### src/rtl/dbnc_pkg.sv
// Shared helpers for the debounced bit array: counter sizing, pulse
// population count and the saturating event accumulator.
package dbnc_pkg;

  localparam int POP_MAX = 256;  // widest pulse vector popcount accepts
  localparam int SAT_MAX = 64;   // widest accumulator sat_add accepts

  function automatic int cnt_width(input int stable);
    int w;
    w = $clog2(stable);
    return (w < 1) ? 1 : w;
  endfunction

  function automatic int unsigned popcount(input logic [POP_MAX-1:0] v);
    int unsigned c;
    c = 0;
    for (int i = 0; i < POP_MAX; i++) begin
      if (v[i]) c++;
    end
    return c;
  endfunction

  // acc + inc, clamped to 2^width-1; the one-bit-wider sum cannot wrap.
  function automatic logic [SAT_MAX-1:0] sat_add(input logic [SAT_MAX-1:0] acc,
                                                 input logic [SAT_MAX-1:0] inc,
                                                 input int width);
    logic [SAT_MAX:0] sum;
    logic [SAT_MAX:0] lim;
    sum = {1'b0, acc} + {1'b0, inc};
    lim = '0;
    for (int i = 0; i < SAT_MAX; i++) begin
      if (i < width) lim[i] = 1'b1;
    end
    return (sum > lim) ? lim[SAT_MAX-1:0] : sum[SAT_MAX-1:0];
  endfunction

endpackage

### src/rtl/dbnc_chan.sv
// One conditioned input: two-flop synchroniser, mismatch counter, debounced
// level and registered one-cycle rise/fall pulses.
module dbnc_chan
  import dbnc_pkg::*;
#(
  parameter int STABLE = 4
) (
  input  logic clk,
  input  logic rst_n,
  input  logic d_i,
  input  logic en_i,
  input  logic clr_i,
  output logic stable_o,
  output logic rise_o,
  output logic fall_o
);

  localparam int CNT_W = cnt_width(STABLE);
  localparam logic [CNT_W-1:0] CNT_LAST = CNT_W'(STABLE - 1);

  logic             s1_q, s2_q;
  logic [CNT_W-1:0] cnt_q, cnt_d;
  logic             stable_q, stable_d;
  logic             rise_q, rise_d;
  logic             fall_q, fall_d;

  always_comb begin
    cnt_d    = cnt_q;
    stable_d = stable_q;
    rise_d   = 1'b0;
    fall_d   = 1'b0;
    if (clr_i) begin
      cnt_d    = '0;
      stable_d = 1'b0;
    end else if (en_i) begin
      if (s2_q == stable_q) begin
        cnt_d = '0;
      end else if (cnt_q == CNT_LAST) begin
        cnt_d    = '0;
        stable_d = s2_q;
        rise_d   = s2_q;
        fall_d   = ~s2_q;
      end else begin
        cnt_d = cnt_q + CNT_W'(1);
      end
    end
  end

  // The synchroniser ignores clr_i so a held-high input re-debounces after a clear.
  always_ff @(posedge clk or negedge rst_n) begin
    if (!rst_n) begin
      s1_q     <= 1'b0;
      s2_q     <= 1'b0;
      cnt_q    <= '0;
      stable_q <= 1'b0;
      rise_q   <= 1'b0;
      fall_q   <= 1'b0;
    end else begin
      s1_q     <= d_i;
      s2_q     <= s1_q;
      cnt_q    <= cnt_d;
      stable_q <= stable_d;
      rise_q   <= rise_d;
      fall_q   <= fall_d;
    end
  end

  assign stable_o = stable_q;
  assign rise_o   = rise_q;
  assign fall_o   = fall_q;

endmodule

### src/rtl/dbnc_bit_array.sv
// W-channel input conditioner: per-bit debounce channels plus an aggregate,
// saturating count of every rise and fall pulse.
module dbnc_bit_array
  import dbnc_pkg::*;
#(
  parameter int W      = 6,
  parameter int STABLE = 4,
  parameter int EVT_W  = 8
) (
  input  logic             clk,
  input  logic             rst_n,
  input  logic [W-1:0]     foo_i,
  input  logic             en_i,
  input  logic             clr_i,
  output logic [W-1:0]     stable_o,
  output logic [W-1:0]     rise_o,
  output logic [W-1:0]     fall_o,
  output logic             any_evt_o,
  output logic [EVT_W-1:0] evt_cnt_o
);

  logic [EVT_W-1:0] evt_q, evt_d;

  generate
    for (genvar gi = 0; gi < W; gi++) begin : g_chan
      dbnc_chan #(
        .STABLE (STABLE)
      ) u_chan (
        .clk      (clk),
        .rst_n    (rst_n),
        .d_i      (foo_i[gi]),
        .en_i     (en_i),
        .clr_i    (clr_i),
        .stable_o (stable_o[gi]),
        .rise_o   (rise_o[gi]),
        .fall_o   (fall_o[gi])
      );
    end
  endgenerate

  assign any_evt_o = |(rise_o | fall_o);

  // Counts the already-registered pulses, so the total trails them by a cycle.
  always_comb begin
    evt_d = '0;
    if (!clr_i) begin
      evt_d = EVT_W'(sat_add(SAT_MAX'(evt_q),
                             SAT_MAX'(popcount(POP_MAX'(rise_o | fall_o))),
                             EVT_W));
    end
  end

  always_ff @(posedge clk or negedge rst_n) begin
    if (!rst_n) evt_q <= '0;
    else        evt_q <= evt_d;
  end

  assign evt_cnt_o = evt_q;

endmodule

### config.mk
export PLATFORM = sky130hd
export DESIGN_NAME = dbnc_bit_array
export DESIGN_NICKNAME = d
export VERILOG_FILES = /design/src/rtl/dbnc_pkg.sv /design/src/rtl/dbnc_chan.sv /design/src/rtl/dbnc_bit_array.sv
export SDC_FILE = /design/constraint.sdc
export NUM_CORES = 1
export LEC_CHECK = 0
export ABC_AREA = 1
export BUFFER_PORTS_ARGS = -buffer_cell sky130_fd_sc_hd__buf_2
export CAP_MARGIN = 0
export CORE_ASPECT_RATIO = 0.8
export CORE_MARGIN = 5
export CORE_UTILIZATION = 55
export CTS_CLUSTER_DIAMETER = 40
export DETAILED_ROUTE_END_ITERATION = 10
export PLACE_DENSITY_LB_ADDON = 0.1
export RECOVER_POWER = 25
export SLEW_MARGIN = 25
export SYNTH_ARGS = -nofsm -noshare
export SYNTH_HDL_FRONTEND = slang
export SYNTH_SLANG_ARGS = --single-unit
### constraint.sdc
create_clock -name clk -period 9.85 [get_ports clk]
set_clock_uncertainty 0.05 [all_clocks]
set_input_delay 1.4775 -clock clk [delete_from_list [all_inputs] [get_ports clk]]
set_output_delay 1.4775 -clock clk [all_outputs]
set_load 0.02 [all_outputs]
==> run metrics <==
Rel. slew slack -70.1%; drt first-iter violations 128; fin area 2860 um2; CTS sink cnt 50; Int Power 0.273 mW; Total Routing Usage GR 17.2%; combinational power share 6.1%; Post-CTS Hold Fix Bufs 0; count leader, synth dfrtp_1; worst path arrival time 4.46 ns; initial antenna violation count 0; post-synthesis register bit count 50; H-tree Lvls 2; chip width 87.9 um; Tot Pwr 0.356 mW; Slew @ Worst Pin 2.55 ns; WL final 4860 um; Syn Area/Cell 8.87 um2; Placed Area 2770 um2; Post-DP HPWL 3670 um; Final TNS setup 0 ns; part of the cycle the worst path needs 43.4%; Clk pwr share 33.5%; number of flops mapped to enable cells by yosys 0; Area Growth Syn to Fin 7.17%; violated checks max-capacitance violations, max-slew violations; routability cong. 0.840; Critical Path End Type flop; Syn Inst Count 301; Via density 5.18; overall die height 72.3 um; Via Count 1,977; largest net degree at the start of global routing 51; sequential share of the synthesized area 46.9%; root buf cell clkbuf_8; post-cts sizing count 0; number of buffers created by CTS 5; Post-Syn Area 2670 um2; Avg WL per Cell 12.7 um; Max stage delay on crit path 0.42 ns; Residual DRC 0; Final Hold Vio Count 0; register share of total power 60.4%; diode count 0; DRT Pass-1 Iters 5; vias in the first global route 1,935; max frequency 234 MHz; MaxCap Viol Count 1; VDD IR-drop max 0.0000803 V; Net Sw Power 0.0821 mW; switch share 23.1%; postcts setup bufs 0; Critical-path top delay cell fa_1; port bufs 36; CTS tree done; final hold slack 0.302 ns; status complete, but fails checks; Synth top area share 46.9%; met2 wire len 2110 um; endpoints failing setup 0; worst-path fanout max 6; Leakage 1.62 nW; ys async rst share 100%; max layer used met4; CP bufs+invs 8; remaining global-route overflow 0; max-slew violation count 51; CP Class reg2reg; top post-synthesis cells by count dfrtp_1 (50), nand2_1 (47), inv_1 (37); share of post-route cells with drive strength above 1 18.0%; Final ANT Viol Nets 0; Core Rows 22; Yosys warnings 0; fin crit period 4.27 ns; Crit path max-delay family adder cells; Initial Util 57.4%; met3 routed WL 258 um; top cell type by total area after synthesis dfrtp_1; Setup crit start kind flop; Pwr Density 124 nW/um2; Main synth FF type dfrtp_1; die footprint 6350 um2; fin nets 348; # IOs 37; first-pass GRT wire length 8670 um; met1 wire length 2460 um; required time worst endpoint 10.04 ns; syn nets 328; ranking of synthesized cells by area dfrtp_1 (47%), ha_1 (7.5%), nand2_1 (6.6%); clk slew on worst S/H paths 0.09 ns; RSZ-0062 raised after global routing false; Core Region 4650 um2; fin util 61.5%; Hold Crit Class reg2reg; Crit path top cell by count inv_1; synth unique cells 34; Clock Path Buffers 2; Clk Latency, worst-skew pair 0.29 ns
power groups by stage:
stage                     combinational (mW)  sequential [mW]  clock [mW]
after floorplan                       0.0118            0.219           0
after global placement                0.0216            0.219           0
after detailed placement              0.0222            0.219           0
after CTS                             0.0222            0.215       0.123
after global routing                  0.0248            0.216       0.132
final                                 0.0217            0.215       0.119
metrics by stage:
step                std cells  setup slack (ns)
floorplan                 301              5.94
global placement          374              5.73
detailed placement        374              5.60
CTS                       382              5.59
global route              382              5.19
finish                    382              5.58
state kept, by name, indices dropped and copies added (netlist names):
name                    cells
evt_cnt_o                   8
g_chan.u_chan.cnt_q        12
g_chan.u_chan.fall_o        6
g_chan.u_chan.rise_o        6
g_chan.u_chan.s1_q          6
g_chan.u_chan.s2_q          6
g_chan.u_chan.stable_o      6
metal layers:
layer	track usage, %	up-vias
met5	0	-
met4	3.75	0
met3	3.63	4
met2	27.3	46
met1	24.5	916
li1	-	1011
cells by family after synthesis:
logic type                 Yosys count  synth area share [%]
AOI/OAI and AO/OA                   34                  7.55
DFF                                 50                  46.9
adders and majority gates           17                  8.25
other                                1                 0.141
xor gates and xnor gates             8                  2.63
and+or+nand+nor                    128                  23.0
buffers and inverters               63                  11.5
cells in the final DEF, fill, tap and decap left out, drive strengths merged:
master	instances
nand2	52
dfrtp	50
inv	40
buf	35
nand3	32
nor2	25
ha	16
o21ai	16
a21oi	8
xnor2	7
clkbuf	7
nor3	6
o41ai	6
nand4	5
nand3b	4
nor4	2
or2	1
and2	1
a31oi	1
xor2	1
o22ai	1
a211oi	1
o311ai	1
fa	1
conb	1
clkinv	1
clkinvlp	1
area by class of cell:
type                    instances  area, um2
multi-input cells             188       1110
fillers                       392       1790
inverters                      40        150
flip-flops and latches         50       1250
clock inverters                 2       12.5
repair buffers                 36        179
clock buffers                   6       82.6
well taps                      60       75.1
path summary, 6_finish.rpt:
check	from	endpoint	slack (ns)	cells past startpoint
max	g_chan[0].u_chan.fall_o$_DFF_PN0_	evt_cnt_o[2]$_DFF_PN0_	5.58	27
min	g_chan[4].u_chan.s1_q$_DFF_PN0_	g_chan[4].u_chan.s2_q$_DFF_PN0_	0.30	0
max reg2reg	g_chan[0].u_chan.fall_o$_DFF_PN0_	evt_cnt_o[2]$_DFF_PN0_	5.58	27
min reg2reg	g_chan[4].u_chan.s1_q$_DFF_PN0_	g_chan[4].u_chan.s2_q$_DFF_PN0_	0.30	0
max in group asynchronous	rst_n	g_chan[5].u_chan.s2_q$_DFF_PN0_	6.39	1
min in group asynchronous	rst_n	g_chan[3].u_chan.cnt_q[0]$_DFFE_PN0P_	1.92	1
No activity file was read; power rests on OpenSTA's default activity.
